## src/rtl/denoise_pkg.sv

```systemverilog
// Shared types and sizing helpers for the denoise streaming controller.
package denoise_pkg;

    typedef enum logic [1:0] {IDLE, RUN, FLUSH} state_e;

    function automatic int unsigned half_of(input int unsigned n);
        return n / 2;
    endfunction

    function automatic int unsigned sum_width(input int unsigned n);
        return $clog2(n * n + 1);
    endfunction

    // Width of a coordinate counter spanning 0..extent-1.
    function automatic int unsigned coord_w(input int unsigned extent);
        return (extent > 1) ? $clog2(extent) : 1;
    endfunction

endpackage

```

## src/rtl/denoise.sv

```systemverilog
// Combinational NxN neighbourhood-count core: bit c set when count of colour c >= thr.
module denoise
    import denoise_pkg::*;
#(
    parameter int unsigned N_SIZE = 5,
    parameter int unsigned COLORS = 1
) (
    input  logic [N_SIZE*N_SIZE*COLORS-1:0] window,
    input  logic [3:0]                      thr,
    output logic [COLORS-1:0]               out_pix_c
);
    localparam int unsigned SUM_W = sum_width(N_SIZE);
    localparam int unsigned CMP_W = (SUM_W > 4) ? SUM_W : 4;

    logic [SUM_W-1:0] cnt;

    always_comb begin
        out_pix_c = '0;
        cnt       = '0;
        for (int c = 0; c < int'(COLORS); c++) begin
            cnt = '0;
            for (int e = 0; e < int'(N_SIZE * N_SIZE); e++) begin
                cnt = cnt + SUM_W'(window[e*int'(COLORS) + c]);
            end
            out_pix_c[c] = (CMP_W'(cnt) >= CMP_W'(thr));
        end
    end

endmodule

```

## src/rtl/denoise_line_buf.sv

```systemverilog
// One WIDTH-deep delay line of colour masks, advanced once per enabled step.
module denoise_line_buf #(
    parameter int unsigned WIDTH  = 640,
    parameter int unsigned COLORS = 1
) (
    input  logic              clk,
    input  logic              reset,
    input  logic              en,
    input  logic              clr,
    input  logic [COLORS-1:0] din,
    output logic [COLORS-1:0] tap
);
    logic [COLORS-1:0] mem_q [WIDTH];
    logic [COLORS-1:0] mem_d [WIDTH];

    // clr empties the line; with en the new pixel still enters at the head.
    always_comb begin
        for (int i = 0; i < int'(WIDTH); i++) mem_d[i] = clr ? '0 : mem_q[i];
        if (en) begin
            mem_d[0] = din;
            for (int i = 1; i < int'(WIDTH); i++) mem_d[i] = clr ? '0 : mem_q[i-1];
        end
    end

    always_ff @(posedge clk) begin
        if (reset) begin
            for (int i = 0; i < int'(WIDTH); i++) mem_q[i] <= '0;
        end else begin
            for (int i = 0; i < int'(WIDTH); i++) mem_q[i] <= mem_d[i];
        end
    end

    assign tap = mem_q[WIDTH-1];

endmodule

```

## src/rtl/denoise_stream_ctrl.sv

```systemverilog
// Raster-stream sequencer: line buffers + window, border masking, framed output.
// Optional DENOISE_STATS_EN adds cleared_cnt (per-frame count of cleared pixels).
module denoise_stream_ctrl
    import denoise_pkg::*;
#(
    parameter int unsigned N_SIZE = 5,
    parameter int unsigned COLORS = 1,
    parameter int unsigned WIDTH  = 640,
    parameter int unsigned HEIGHT = 480
) (
    input  logic              clk,
    input  logic              reset,
    input  logic              in_valid,
    output logic              in_ready,
    input  logic              in_sof,
    input  logic [COLORS-1:0] in_pix,
    input  logic [3:0]        n_threshold,
    output logic              out_valid,
    output logic              out_sof,
    output logic              out_eof,
    output logic [COLORS-1:0] out_pix,
    output logic              frame_err
`ifdef DENOISE_STATS_EN
    ,
    output logic [$clog2(WIDTH*HEIGHT+1)-1:0] cleared_cnt
`endif
);
    localparam int unsigned HALF      = half_of(N_SIZE);
    localparam int unsigned PIXELS    = WIDTH * HEIGHT;
    localparam int unsigned CSTART    = HALF * WIDTH + HALF;
    localparam int unsigned LAST_STEP = PIXELS + CSTART - 1;
    localparam int unsigned STEP_W    = $clog2(LAST_STEP + 2);
    localparam int unsigned XW        = coord_w(WIDTH);
    localparam int unsigned YW        = coord_w(HEIGHT);
    localparam int unsigned WIN_BITS  = N_SIZE * N_SIZE * COLORS;

    state_e            state_q, state_d;
    logic              in_ready_q, in_ready_d;
    logic [3:0]        thr_q, thr_d;
    logic [STEP_W-1:0] step_q, step_d, cur_step;
    logic [XW-1:0]     ox_q, ox_d, cur_x;
    logic [YW-1:0]     oy_q, oy_d, cur_y;
    logic              out_valid_q, out_valid_d, out_sof_q, out_sof_d;
    logic              out_eof_q, out_eof_d, frame_err_q, frame_err_d;
    logic [COLORS-1:0] out_pix_q, out_pix_d;
    logic              accept, start, abort, step_en, cvalid;
    logic [COLORS-1:0] pix_new, core_out;
    logic [COLORS-1:0] win_q [N_SIZE][N_SIZE];
    logic [COLORS-1:0] win_d [N_SIZE][N_SIZE];
    logic [COLORS-1:0] taps   [N_SIZE-1];
    logic [COLORS-1:0] lb_din [N_SIZE-1];
    logic [WIN_BITS-1:0] win_flat;
    logic row_ok, col_ok;

    // Frame sequencing, step generation and centre tracking.
    always_comb begin
        state_d     = state_q;
        thr_d       = thr_q;
        ox_d        = ox_q;
        oy_d        = oy_q;
        accept      = in_valid & in_ready_q;
        start       = accept & in_sof & (state_q != FLUSH);
        abort       = start & (state_q == RUN);
        step_en     = (state_q == FLUSH) | (accept & ((state_q == RUN) | start));
        cur_step    = start ? '0 : step_q;
        cur_x       = start ? '0 : ox_q;
        cur_y       = start ? '0 : oy_q;
        pix_new     = (state_q == FLUSH) ? '0 : in_pix;
        cvalid      = step_en & (cur_step >= STEP_W'(CSTART));
        step_d      = step_en ? cur_step + STEP_W'(1) : step_q;
        frame_err_d = abort;
        if (start) begin
            thr_d = n_threshold;
            ox_d  = '0;
            oy_d  = '0;
        end
        case (state_q)
            IDLE:    if (start) state_d = RUN;
            RUN:     if (!abort && step_en && step_q == STEP_W'(PIXELS - 1)) state_d = FLUSH;
            FLUSH:   if (step_q == STEP_W'(LAST_STEP)) state_d = IDLE;
            default: state_d = IDLE;
        endcase
        in_ready_d = (state_d != FLUSH);
        if (cvalid) begin
            if (cur_x == XW'(WIDTH - 1)) begin
                ox_d = '0;
                oy_d = (cur_y == YW'(HEIGHT - 1)) ? '0 : cur_y + YW'(1);
            end else begin
                ox_d = cur_x + XW'(1);
                oy_d = cur_y;
            end
        end
        out_valid_d = cvalid;
        out_sof_d   = cvalid && cur_x == '0 && cur_y == '0;
        out_eof_d   = cvalid && cur_x == XW'(WIDTH - 1) && cur_y == YW'(HEIGHT - 1);
    end

    // Window shift, line-buffer feed and border masking of the next window.
    always_comb begin
        for (int r = 0; r < int'(N_SIZE); r++)
            for (int c = 0; c < int'(N_SIZE); c++) win_d[r][c] = win_q[r][c];
        lb_din[0] = pix_new;
        for (int i = 1; i < int'(N_SIZE) - 1; i++) lb_din[i] = abort ? '0 : taps[i-1];
        if (step_en) begin
            for (int r = 0; r < int'(N_SIZE); r++)
                for (int c = 0; c < int'(N_SIZE) - 1; c++) win_d[r][c] = abort ? '0 : win_q[r][c+1];
            for (int r = 0; r < int'(N_SIZE) - 1; r++)
                win_d[r][N_SIZE-1] = abort ? '0 : taps[int'(N_SIZE) - 2 - r];
            win_d[N_SIZE-1][N_SIZE-1] = pix_new;
        end
        win_flat = '0;
        row_ok   = 1'b0;
        col_ok   = 1'b0;
        for (int r = 0; r < int'(N_SIZE); r++) begin
            row_ok = (int'(cur_y) + r - int'(HALF) >= 0) && (int'(cur_y) + r - int'(HALF) < int'(HEIGHT));
            for (int c = 0; c < int'(N_SIZE); c++) begin
                col_ok = (int'(cur_x) + c - int'(HALF) >= 0) && (int'(cur_x) + c - int'(HALF) < int'(WIDTH));
                win_flat[(r*int'(N_SIZE) + c)*int'(COLORS) +: COLORS] = (row_ok && col_ok) ? win_d[r][c] : '0;
            end
        end
        out_pix_d = cvalid ? core_out : '0;
    end

    for (genvar i = 0; i < int'(N_SIZE) - 1; i++) begin : g_lb
        denoise_line_buf #(.WIDTH(WIDTH), .COLORS(COLORS)) u_lb (
            .clk   (clk),
            .reset (reset),
            .en    (step_en),
            .clr   (abort),
            .din   (lb_din[i]),
            .tap   (taps[i])
        );
    end

    denoise #(.N_SIZE(N_SIZE), .COLORS(COLORS)) u_core (
        .window    (win_flat),
        .thr       (thr_q),
        .out_pix_c (core_out)
    );

    always_ff @(posedge clk) begin
        if (reset) begin
            state_q     <= IDLE;
            in_ready_q  <= 1'b0;
            thr_q       <= '0;
            step_q      <= '0;
            ox_q        <= '0;
            oy_q        <= '0;
            out_valid_q <= 1'b0;
            out_sof_q   <= 1'b0;
            out_eof_q   <= 1'b0;
            out_pix_q   <= '0;
            frame_err_q <= 1'b0;
            for (int r = 0; r < int'(N_SIZE); r++)
                for (int c = 0; c < int'(N_SIZE); c++) win_q[r][c] <= '0;
        end else begin
            state_q     <= state_d;
            in_ready_q  <= in_ready_d;
            thr_q       <= thr_d;
            step_q      <= step_d;
            ox_q        <= ox_d;
            oy_q        <= oy_d;
            out_valid_q <= out_valid_d;
            out_sof_q   <= out_sof_d;
            out_eof_q   <= out_eof_d;
            out_pix_q   <= out_pix_d;
            frame_err_q <= frame_err_d;
            for (int r = 0; r < int'(N_SIZE); r++)
                for (int c = 0; c < int'(N_SIZE); c++) win_q[r][c] <= win_d[r][c];
        end
    end

`ifdef DENOISE_STATS_EN
    localparam int unsigned CNT_W = $clog2(PIXELS + 1);
    logic [CNT_W-1:0] cnt_q, cnt_d;
    logic             cleared;

    // The centre element is always inside the image when cvalid is set.
    always_comb begin
        cleared = |(win_d[HALF][HALF] & ~core_out);
        cnt_d   = cnt_q;
        if (cvalid) cnt_d = out_sof_d ? CNT_W'(cleared) : cnt_q + CNT_W'(cleared);
    end

    always_ff @(posedge clk) begin
        if (reset) cnt_q <= '0;
        else       cnt_q <= cnt_d;
    end

    assign cleared_cnt = cnt_q;
`endif

    assign in_ready  = in_ready_q;
    assign out_valid = out_valid_q;
    assign out_sof   = out_sof_q;
    assign out_eof   = out_eof_q;
    assign out_pix   = out_pix_q;
    assign frame_err = frame_err_q;

endmodule

```

## config.mk

```make
export PLATFORM = sky130hd
export DESIGN_NAME = denoise_stream_ctrl
export DESIGN_NICKNAME = d
export VERILOG_FILES = /design/src/rtl/denoise_pkg.sv /design/src/rtl/denoise.sv /design/src/rtl/denoise_line_buf.sv /design/src/rtl/denoise_stream_ctrl.sv
export SDC_FILE = /design/constraint.sdc
export NUM_CORES = 2
export LEC_CHECK = 0
export ABC_CLOCK_PERIOD_IN_PS = 10100
export CAP_MARGIN = 20
export CORE_UTILIZATION = 45
export CTS_CLUSTER_SIZE = 28
export DETAILED_ROUTE_END_ITERATION = 7
export GPL_TIMING_DRIVEN = 0
export MAX_ROUTING_LAYER = met4
export PLACE_DENSITY = 0.69
export SLEW_MARGIN = 30
export SYNTH_ARGS = -nofsm -noshare
export SYNTH_HDL_FRONTEND = slang
export SYNTH_SLANG_ARGS = --single-unit
```

## constraint.sdc

```tcl
create_clock -name clk -period 10.1 [get_ports clk]
set_input_delay 2.02 -clock clk [delete_from_list [all_inputs] [get_ports clk]]
set_output_delay 2.02 -clock clk [all_outputs]
set_load 0.01 [all_outputs]
```

==> flow_summary.yaml <==
outcome:
  status: "finished, final reports clean"
synthesis:
  avgSynthCellArea_sq_um: 7.95
  synth_cells: 11900
  ys_top_cells_by_area: "dfxtp_1 (56%), nand2_1 (15%), a21oi_1 (14%)"
  netlist_area_sq_mm: 0.0943
  synth_top_area_share_pct: 56.0
  ys_seq_elements: 2635
  ys_types: 72
  synthFlopType: "dfxtp_1"
  yosysTopAreaCell: "dfxtp_1"
  async_flop_share_pct: 0
  synth-edff-count: 0
  yosysWarnings: 0
  syn-num-nets: 11900
  ys_seq_area_share_pct: 56.0
finish:
  fill_cells: 19100
  area_growth_pct: 13.3
  layout_commonest_cell: "nand2_1"
  drive_gt1_share_pct: 6.76
  num-nets-final: 12200
  final_cell_mix: "nand2_1 (3885), dfxtp_1 (2635), a21oi_1 (2590)"
power_and_ir_drop:
  switchingPower_uw: 4600
  vdd_drop_max_mv: 0.187
  swShare_pct: 21.8
  seqPwrFrac_pct: 49.3
  p_leak_uw: 0.0342
  clkPwrFrac_pct: 47.5
  intPower_uw: 16500
  comb_power_share_pct: 3.2
  power_density_mw_per_mm2: 197
worst_setup_path:
  cp_top_family: "adder cells"
  critical_path_buf_inv_count: 5
  r2r_slack_ps: 2390
  r2r_cells: 26
  slowest_stage: "clkdlybuf4s50_1"
  cp-end-kind: "flip-flop"
  path_class: "input pin to flip-flop"
  cpPeakStageDelay_ps: 570
  crit_required_ps: 10890
  crit_arrival_ps: 9690
  startpoint_type: "input pin"
  critPathMostFrequentCell: "fa_1"
  crit_path_max_fanout: 10
  rr_endpoint: "out_pix$_SDFF_PP0_"
  r2r-start: "state_q[0]$_SDFF_PP0_"
  cp-startpoint: "in_valid"
sta:
  setup_tns_ps: 0
  whs_ps: 426
  min_period_ps: 8900
  setup_viol: 0
  max_clock_freq_mhz: 112
  skew_ps: 34.6
  final_max_slew_viol_count: 0
  hold_viol_final: 0
  worstMarginPinSlew_ps: 932
  slew_headroom_pct: 37.9
  fin_crit_sh_pct: 88.1
  grt_setup_unrepaired: "no"
place:
  numPortBuffers: 13
  gp_congestion: 0.859
  place_hpwl_um: 131000
routing:
  vias: 80000
  routed_wl_um: 213000
  postRouteAntennaNets: 0
  wl_per_cell_um: 14.1
  drtIter0Drc: 6420
  viasPerCell: 5.29
  drc_errors: 0
  drt_first_pass_iters: 6
die:
  dieArea_sq_mm: 0.211
  core-area_sq_mm: 0.208
  rows: 167
  fp.dieH_um: 460
  initial_core_util_pct: 45.4
  pin_count: 15
  dieWidth_um: 460
clock_network:
  htree_levels: 5
  cts-root-buf: "clkbuf_16"
  clk-insertion-delay-late_ps: 890
  cts_setup_buffers: 0
  cts_sinks: 2635
  post_cts_resized: 0
  ctsHoldBuffers: 0
  path_clk_slew_ps: 60
  cts_tree: "built"
  cts_buffers: 281
  clock_path_buffers: 4
global_route:
  grt_pass1_wl_um: 357000
  antenna_found_initial: 5
  grt.total_usage_pct: 19.9
  grt_pass1_vias: 75800
  grt_max_degree: 17
  grt_overflow: 0
min_path:
  whs_path_depth: 2
  hp-class: "flip-flop to flip-flop"
  holdPathEnd: "g_lb[3].u_lb.mem_q[0][174]$_SDFF_PP0_"
  hold_start: "g_lb[3].u_lb.mem_q[0][173]$_SDFF_PP0_"
flow_run:
  maxCapViolations: 0
-- through the flow --
stage	cells	util [%]	instance area, sq um	total power, uW	worst slack [ps]
global placement	14700	47.1	97900	11300	343
floorplan	11900	-	94300	11100	1550
global route	15100	51.4	107000	21800	792
finish	15100	51.4	107000	21100	1200
CTS	15100	51.4	107000	21300	1270
detailed placement	14700	47.1	97900	11300	325
-- state kept, by name, indices dropped and copies added (netlist names) --
name	count
g_lb.u_lb.mem_q	2560
in_ready	1
out_eof	1
out_valid	1
win_q	25
state_q	2
oy_q	9
ox_q	10
out_sof	1
frame_err	1
step_q	19
thr_q	4
out_pix	1
-- synthesized netlist by cell type, drive strengths merged, types with 9 or more instances --
| library cell | n |
|---|---|
| a21oi | 2590 |
| a22o | 16 |
| and2 | 29 |
| and3 | 24 |
| buf | 440 |
| clkbuf | 594 |
| dfxtp | 2635 |
| fa | 18 |
| ha | 25 |
| inv | 42 |
| nand2 | 3887 |
| nand3 | 1314 |
| nand4 | 16 |
| nor2 | 41 |
| nor3 | 10 |
| o211ai | 9 |
| o21ai | 13 |
| or4 | 13 |
| xnor2 | 10 |
-- kinds of logic (layout without fill, tap and decap cells) --
group | after synthesis | count (layout) | synth area share, %
adder cells (fa/ha/maj) | 45 | 45 | 0.735
buffers and inverters | 1076 | 1556 | 4.84
AO/OA/AOI/OAI | 2691 | 2691 | 14.6
XOR/XNOR | 15 | 15 | 0.139
multiplexers | 8 | 8 | 0.0863
AND/OR/NAND/NOR | 5380 | 5380 | 23.6
flip-flops | 2635 | 2635 | 56.0
other | 0 | 1 | 0
-- area by class of cell --
type                    count  area (sq um)  share of cell area, %
clock inverters            65           686                  0.642
clock buffers             401          8240                   7.71
flip-flops and latches   2635         52800                   49.4
repair buffers             14           158                  0.148
diodes                      1          2.50                0.00234
plain buffers            1034          4410                   4.12
well taps                2788          3490                   3.27
multi-input cells        8139         37000                   34.6
inverters                  42           158                  0.148
-- layer usage --
metal	up-vias	wire, um	track usage [%]
li1	39800	-	-
met1	38000	96400	25.0
met2	1739	101000	32.9
met3	406	9640	2.81
met4	0	5270	6.61
met5	-	0	-
-- power by group through the flow --
stage	registers, uW	clock network [uW]	logic, uW
2_1_floorplan	10600	0	430
3_3_place_gp	10600	0	661
3_5_place_dp	10600	0	669
4_1_cts	10400	10200	671
5_1_grt	10400	10600	733
6_report	10400	10000	673
-- worst register-to-register path, cell delays in order (launching register included) --
cell and delay, ps:
dfxtp_1 300, buf_4 150, nand2b_1 120, buf_2 230, nand2_1 220, clkbuf_1 290, nand2_1 240, ha_1 250
or3b_2 480, a21oi_1 200, a2bb2oi_1 470, and3b_1 240, ha_1 220, inv_1 80, fa_1 420, fa_1 540
fa_1 520, fa_1 560, inv_1 60, fa_1 480, ha_1 240, fa_1 410, xor2_1 180, ha_1 270
nor2b_1 110, o21ai_0 70, a21boi_0 270
-- how the worst max path moves through the flow --
stage                               to  slack [ps]  cells past startpoint
floorplan           out_pix$_SDFF_PP0_        1550                     27
global placement    out_pix$_SDFF_PP0_         340                     26
detailed placement  out_pix$_SDFF_PP0_         320                     26
CTS                 out_pix$_SDFF_PP0_        1270                     26
global route        out_pix$_SDFF_PP0_         790                     26
finish              out_pix$_SDFF_PP0_        1200                     26
(Power assumes the default switching activity.)
